`config.mk`:
```
export PLATFORM = sky130hd
export DESIGN_NAME = craps_roll_ctrl
export DESIGN_NICKNAME = d
export VERILOG_FILES = /design/src/rtl/craps_pkg.sv /design/src/rtl/craps_eval.sv /design/src/rtl/craps_roll_ctrl.sv
export SDC_FILE = /design/constraint.sdc
export NUM_CORES = 1
export LEC_CHECK = 0
export ABC_CLOCK_PERIOD_IN_PS = 5950
export BUFFER_PORTS_ARGS = -buffer_cell sky130_fd_sc_hd__buf_4
export CORE_MARGIN = 4
export CORE_UTILIZATION = 55
export DETAILED_ROUTE_END_ITERATION = 7
export PLACE_DENSITY = 0.78
export RECOVER_POWER = 100
export SLEW_MARGIN = 20
export SYNTH_ARGS = -nofsm -noshare
export SYNTH_HDL_FRONTEND = slang
export SYNTH_SLANG_ARGS = --single-unit
```
`constraint.sdc`:
```
create_clock -name clk -period 5.95 [get_ports clk]
set_input_delay 1.19 -clock clk [delete_from_list [all_inputs] [get_ports clk]]
set_output_delay 1.19 -clock clk [all_outputs]
set_load 0.01 [all_outputs]
```
`src/rtl/craps_pkg.sv`:
```
// Shared definitions for the craps roll controller and its scoring helpers:
// state encodings, dice/sum constants and small die-conditioning functions.
package craps_pkg;

    typedef logic [2:0] die_t;
    typedef logic [3:0] sum_t;

    localparam logic [2:0] ST_IDLE   = 3'd0;
    localparam logic [2:0] ST_SAMPLE = 3'd1;
    localparam logic [2:0] ST_EVAL   = 3'd2;
    localparam logic [2:0] ST_POINT  = 3'd3;
    localparam logic [2:0] ST_WIN    = 3'd4;
    localparam logic [2:0] ST_LOSE   = 3'd5;

    localparam sum_t SUM_SEVEN   = 4'd7;
    localparam sum_t SUM_ELEVEN  = 4'd11;
    localparam sum_t SUM_CRAPS2  = 4'd2;
    localparam sum_t SUM_CRAPS3  = 4'd3;
    localparam sum_t SUM_CRAPS12 = 4'd12;

    localparam die_t DIE_MIN = 3'd1;
    localparam die_t DIE_MAX = 3'd6;

    function automatic logic die_valid(input die_t d);
        return (d >= DIE_MIN) && (d <= DIE_MAX);
    endfunction

    // Out-of-range faces snap to the nearest legal face; legal faces pass through.
    function automatic die_t die_clamp(input die_t d);
        die_t r;
        if (d < DIE_MIN) begin
            r = DIE_MIN;
        end else if (d > DIE_MAX) begin
            r = DIE_MAX;
        end else begin
            r = d;
        end
        return r;
    endfunction

    function automatic sum_t die_sum(input die_t a, input die_t b);
        return {1'b0, a} + {1'b0, b};
    endfunction

endpackage

```
`src/rtl/craps_eval.sv`:
```
// Pure combinational craps rule decode: given a dice sum and the current point,
// says whether the roll wins, loses or establishes a new point.
module craps_eval
    import craps_pkg::*;
(
    input  logic [3:0] sum,
    input  logic [3:0] point,
    input  logic       point_valid,
    output logic       is_win,
    output logic       is_lose,
    output logic       set_point
);

    logic natural_s;
    logic craps_s;
    logic match_s;
    logic seven_s;

    assign natural_s = (sum == SUM_SEVEN) || (sum == SUM_ELEVEN);
    assign craps_s   = (sum == SUM_CRAPS2) || (sum == SUM_CRAPS3) || (sum == SUM_CRAPS12);
    assign match_s   = (sum == point);
    assign seven_s   = (sum == SUM_SEVEN);

    // Point match takes precedence over seven-out in the point phase.
    always_comb begin
        is_win    = 1'b0;
        is_lose   = 1'b0;
        set_point = 1'b0;
        if (point_valid) begin
            if (match_s) begin
                is_win = 1'b1;
            end else if (seven_s) begin
                is_lose = 1'b1;
            end else begin
                is_win = 1'b0;
            end
        end else begin
            if (natural_s) begin
                is_win = 1'b1;
            end else if (craps_s) begin
                is_lose = 1'b1;
            end else begin
                set_point = 1'b1;
            end
        end
    end

endmodule

```
`src/rtl/craps_roll_ctrl.sv`:
```
// Craps game sequencer: samples the two-die source on a roll edge, retries or
// clamps illegal faces, then applies come-out/point rules and holds the result.
module craps_roll_ctrl
    import craps_pkg::*;
#(
    parameter int unsigned MAX_RETRY = 4,
    parameter int unsigned CNT_W     = 8
) (
    input  logic             clk,
    input  logic             rst,
    input  logic             roll,
    input  logic [2:0]       dice1_in,
    input  logic [2:0]       dice2_in,
    output logic [2:0]       die1_out,
    output logic [2:0]       die2_out,
    output logic [3:0]       sum_out,
    output logic [3:0]       point_out,
    output logic             point_valid,
    output logic             win,
    output logic             lose,
    output logic             busy,
    output logic             roll_done,
    output logic [CNT_W-1:0] roll_count
);

    localparam logic [3:0]       RETRY_LAST = 4'(MAX_RETRY - 1);
    localparam logic [CNT_W-1:0] CNT_ONE    = {{(CNT_W-1){1'b0}}, 1'b1};
    localparam logic [CNT_W-1:0] CNT_MAX    = {CNT_W{1'b1}};

    logic [2:0]       state_q,      state_d;
    logic [3:0]       retry_cnt_q,  retry_cnt_d;
    logic             roll_q;
    die_t             die1_q,       die1_d;
    die_t             die2_q,       die2_d;
    sum_t             sum_q,        sum_d;
    sum_t             point_q,      point_d;
    logic             point_valid_q, point_valid_d;
    logic             win_q,        win_d;
    logic             lose_q,       lose_d;
    logic             busy_q,       busy_d;
    logic             roll_done_q,  roll_done_d;
    logic [CNT_W-1:0] roll_count_q, roll_count_d;

    logic roll_edge_s;
    logic sample_ok_s;
    sum_t eval_sum_s;
    logic is_win_s;
    logic is_lose_s;
    logic set_point_s;

    assign roll_edge_s = roll & ~roll_q;
    assign sample_ok_s = die_valid(dice1_in) && die_valid(dice2_in);
    assign eval_sum_s  = die_sum(die1_q, die2_q);

    craps_eval u_eval (
        .sum         (eval_sum_s),
        .point       (point_q),
        .point_valid (point_valid_q),
        .is_win      (is_win_s),
        .is_lose     (is_lose_s),
        .set_point   (set_point_s)
    );

    // Next-state and result update for the game sequencer.
    always_comb begin
        state_d       = state_q;
        retry_cnt_d   = retry_cnt_q;
        die1_d        = die1_q;
        die2_d        = die2_q;
        sum_d         = sum_q;
        point_d       = point_q;
        point_valid_d = point_valid_q;
        win_d         = win_q;
        lose_d        = lose_q;
        roll_done_d   = 1'b0;
        roll_count_d  = roll_count_q;

        case (state_q)
            ST_IDLE, ST_WIN, ST_LOSE: begin
                if (roll_edge_s) begin
                    state_d       = ST_SAMPLE;
                    retry_cnt_d   = 4'd0;
                    point_d       = 4'd0;
                    point_valid_d = 1'b0;
                    win_d         = 1'b0;
                    lose_d        = 1'b0;
                    roll_count_d  = CNT_ONE;
                end else begin
                    state_d = state_q;
                end
            end
            ST_POINT: begin
                if (roll_edge_s) begin
                    state_d     = ST_SAMPLE;
                    retry_cnt_d = 4'd0;
                    if (roll_count_q != CNT_MAX) begin
                        roll_count_d = roll_count_q + CNT_ONE;
                    end else begin
                        roll_count_d = roll_count_q;
                    end
                end else begin
                    state_d = ST_POINT;
                end
            end
            ST_SAMPLE: begin
                if (sample_ok_s) begin
                    die1_d      = dice1_in;
                    die2_d      = dice2_in;
                    retry_cnt_d = 4'd0;
                    state_d     = ST_EVAL;
                end else if (retry_cnt_q < RETRY_LAST) begin
                    retry_cnt_d = retry_cnt_q + 4'd1;
                    state_d     = ST_SAMPLE;
                end else begin
                    die1_d      = die_clamp(dice1_in);
                    die2_d      = die_clamp(dice2_in);
                    retry_cnt_d = 4'd0;
                    state_d     = ST_EVAL;
                end
            end
            ST_EVAL: begin
                sum_d       = eval_sum_s;
                roll_done_d = 1'b1;
                if (is_win_s) begin
                    win_d         = 1'b1;
                    point_valid_d = 1'b0;
                    state_d       = ST_WIN;
                end else if (is_lose_s) begin
                    lose_d        = 1'b1;
                    point_valid_d = 1'b0;
                    state_d       = ST_LOSE;
                end else if (set_point_s) begin
                    point_d       = eval_sum_s;
                    point_valid_d = 1'b1;
                    state_d       = ST_POINT;
                end else begin
                    state_d = ST_POINT;
                end
            end
            default: begin
                state_d = ST_IDLE;
            end
        endcase

        busy_d = (state_d == ST_SAMPLE) || (state_d == ST_EVAL);
    end

    // State and result registers; roll_q resets high so a held button never fires.
    always_ff @(posedge clk) begin
        if (rst) begin
            state_q       <= ST_IDLE;
            retry_cnt_q   <= 4'd0;
            roll_q        <= 1'b1;
            die1_q        <= 3'd0;
            die2_q        <= 3'd0;
            sum_q         <= 4'd0;
            point_q       <= 4'd0;
            point_valid_q <= 1'b0;
            win_q         <= 1'b0;
            lose_q        <= 1'b0;
            busy_q        <= 1'b0;
            roll_done_q   <= 1'b0;
            roll_count_q  <= {CNT_W{1'b0}};
        end else begin
            state_q       <= state_d;
            retry_cnt_q   <= retry_cnt_d;
            roll_q        <= roll;
            die1_q        <= die1_d;
            die2_q        <= die2_d;
            sum_q         <= sum_d;
            point_q       <= point_d;
            point_valid_q <= point_valid_d;
            win_q         <= win_d;
            lose_q        <= lose_d;
            busy_q        <= busy_d;
            roll_done_q   <= roll_done_d;
            roll_count_q  <= roll_count_d;
        end
    end

    assign die1_out    = die1_q;
    assign die2_out    = die2_q;
    assign sum_out     = sum_q;
    assign point_out   = point_q;
    assign point_valid = point_valid_q;
    assign win         = win_q;
    assign lose        = lose_q;
    assign busy        = busy_q;
    assign roll_done   = roll_done_q;
    assign roll_count  = roll_count_q;

endmodule

```
==> results.ini <==
[run_status]
status=finished, final reports clean

[power]
p_int_mw=0.374
p_sw_share_pct=27.5
power_frac_clock_pct=35.3
p_leak_nw=0.830
seqPwrFrac_pct=48.7
combPwrFrac_pct=16.0
power_density_mw_per_mm2=256
power.switching_mw=0.142
ir_worst_vdd_uv=167
power_mw=0.516

[synthesis]
netlist_area_mm2=0.00175
synth-seq-cells=35
synthCells=201
synth_top_area_share_pct=40.0
synth_edf_count=0
synth-async-reset-ratio_pct=0
ys_top_cells_by_count=dfxtp_1 (35), nor2_1 (29), a21oi_1 (15), nand2_1 (15), and3_1 (8)
avgSynthCellArea_um2=8.72
synthesis.nets=216
ys_types=47
ys_warn_count=0
yosysMostFrequentCell=dfxtp_1
synth_area_leaders=dfxtp_1 (40%), nor2_1 (6.2%), a21oi_1 (4.3%), ha_1 (3.6%), nand2_1 (3.2%)
synthFlopType=dfxtp_1
yosysTopAreaCell=dfxtp_1
ys_seq_area_share_pct=40.0

[clocking]
htree_levels=2
cts_setup_buffers=0
clk_latency_ns=0.35
clock-root-buffer=clkbuf_4
cts_buffers=5
path_clk_slew_ns=0.11
cts_tree=yes
holdBufCountCts=0
clockBufferDepth=2
post_cts_resized=0
clock-sinks=35

[route]
vias=1580
dr_wl_met3_um=267
initialDrtViolationCount=109
drc=0
wl_met2_mm=1.90
via_per_inst=5.60
routed_wl_mm=4.00
antenna_left=0
wl_per_cell_um=14.2
wl_met1_mm=1.77
top_layer=met4
dr.pass1.iters=5

[job]
drv_cap=0

[die]
die_y_um=64.5
dieArea_mm2=0.00415
initial_core_util_pct=57.4
core_mm2=0.00305
die_w_um=64.5
row_count=20
io_pins=36

[cells_and_area]
syn2layout_area_growth_pct=14.8
layout-drive-gt1-share_pct=9.24
final_cell_area_mm2=0.00201
final_core_util_pct=65.9
num_antenna_cells=0
nNetsFinal=252

[critical_path]
ff2ff_path_depth=8
end_kind=flip-flop
cp-start-kind=primary input
required_ns=6.18
worstSetupPathType=primary input to flip-flop
path_max_fanout=4
crit_arrival_ns=3.33

[timing]
setup_viol=0
rsz0062_at_grt=no
drv_slew=0
fin_crit_ns=3.10
maxSlewHeadroom_pct=27.1
max_freq_mhz=323
timing.final.crit_share_pct=52.1
setup_tns_ns=0
clock_skew_ns=0.00745
hold_violations=0
worst_slew_pin_slew_ns=1.09

[global_route]
grt_antenna_before_repair=0
grt_pass1_wl_mm=7.08
grt_max_degree=26
grt_overflow_total=0
grt_pass1_vias=1589
globalRouteTotalUtil_pct=21.5

[placed_design]
dp_hpwl_mm=2.98
port-buffer-count=35
placed_area_mm2=0.00204
place.gp.congestion=0.869

[min_path]
hp-class=flip-flop to flip-flop
whs_path_depth=2

power by group through the flow:
stage          logic (mW)  registers [mW]  clock network (mW)
2_1_floorplan      0.0588           0.257                   0
3_3_place_gp       0.0869           0.256                   0
3_5_place_dp       0.0892           0.257                   0
4_1_cts            0.0894           0.251               0.185
5_1_grt            0.0930           0.253               0.199
6_report           0.0827           0.251               0.182
cells in the final DEF, fill, tap and decap left out, types with 2 or more instances in the layout:
cell type   n
a2111oi_0   2
clkbuf_4    5
clkbuf_1   29
and3_1      8
nand2_1    15
nor2_1     29
ha_1        5
nand2b_1    7
a31o_2      4
inv_1       6
or2_2       3
a21o_1      2
nand4_1     5
o21ai_0     6
buf_4       6
xnor2_1     3
dfxtp_1    35
a21oi_1    15
mux2i_1     5
a211o_1     2
nand3_1     2
maj3_1      2
nor4_1      2
nor3_1      4
xor2_1      6
a211oi_1    3
o211ai_1    2
a31oi_1     4
metal layers:
metal | vias up | track usage [%]
met5 | - | 0
met2 | 46 | 36.7
met3 | 6 | 7.63
met1 | 728 | 24.8
li1 | 800 | -
met4 | 0 | 7.65
layout make-up:
| type | count | area, um2 |
|---|---|---|
| Inverter | 6 | 22.5 |
| Sequential cell | 35 | 701 |
| Multi-Input combinational cell | 154 | 995 |
| Tap cell | 44 | 55.1 |
| Clock inverter | 2 | 35.0 |
| Timing Repair Buffer | 35 | 154 |
| Clock buffer | 6 | 51.3 |
| Fill cell | 306 | 1040 |
state kept, by name, summed over array words and instances, names as in the netlist, 3 cells and up:
name / flops
die1_out: 3
die2_out: 3
point_out: 4
retry_cnt_q: 4
roll_count: 8
state_q: 3
sum_out: 4
per-stage QoR:
step                hold slack [ns]  setup WS (ns)  instances
global placement              0.444           2.87        274
CTS                           0.473           3.06        282
finish                        0.468           2.85        282
floorplan                     0.454           3.16        201
global route                  0.503           2.69        282
detailed placement            0.448           2.78        274
worst max-delay path, cell delays in order:
cell and delay, ns:
clkbuf_1 0.11, nor3_1 0.20, nor2_1 0.06, a2111oi_0 0.84
a21oi_1 0.21, a221o_1 0.31, a2111oi_0 0.41
cells by family (layout without fill, tap and decap cells):
| group | count (synthesis) | in the layout | share of synthesized area [%] |
|---|---|---|---|
| xor gates and xnor gates | 10 | 10 | 5.78 |
| adders and majority gates | 8 | 8 | 5.85 |
| AOI/OAI and AO/OA | 50 | 50 | 20.0 |
| and+or+nand+nor | 81 | 81 | 22.7 |
| muxes | 5 | 5 | 2.86 |
| buffers and inverters | 12 | 49 | 2.85 |
| DFF | 35 | 35 | 40.0 |
worst paths after layout:
path / slack (ns) / end / startpoint
worst min register to register: 0.47 / sum_out[0] / sum_out[0]
worst min-delay path: 0.47 / sum_out[0] / sum_out[0]
worst max register to register: 3.01 / busy / die1_out[0]
worst max-delay path: 2.85 / busy / dice2_in[1]
Note: power is estimated with default switching activity, not from simulation.
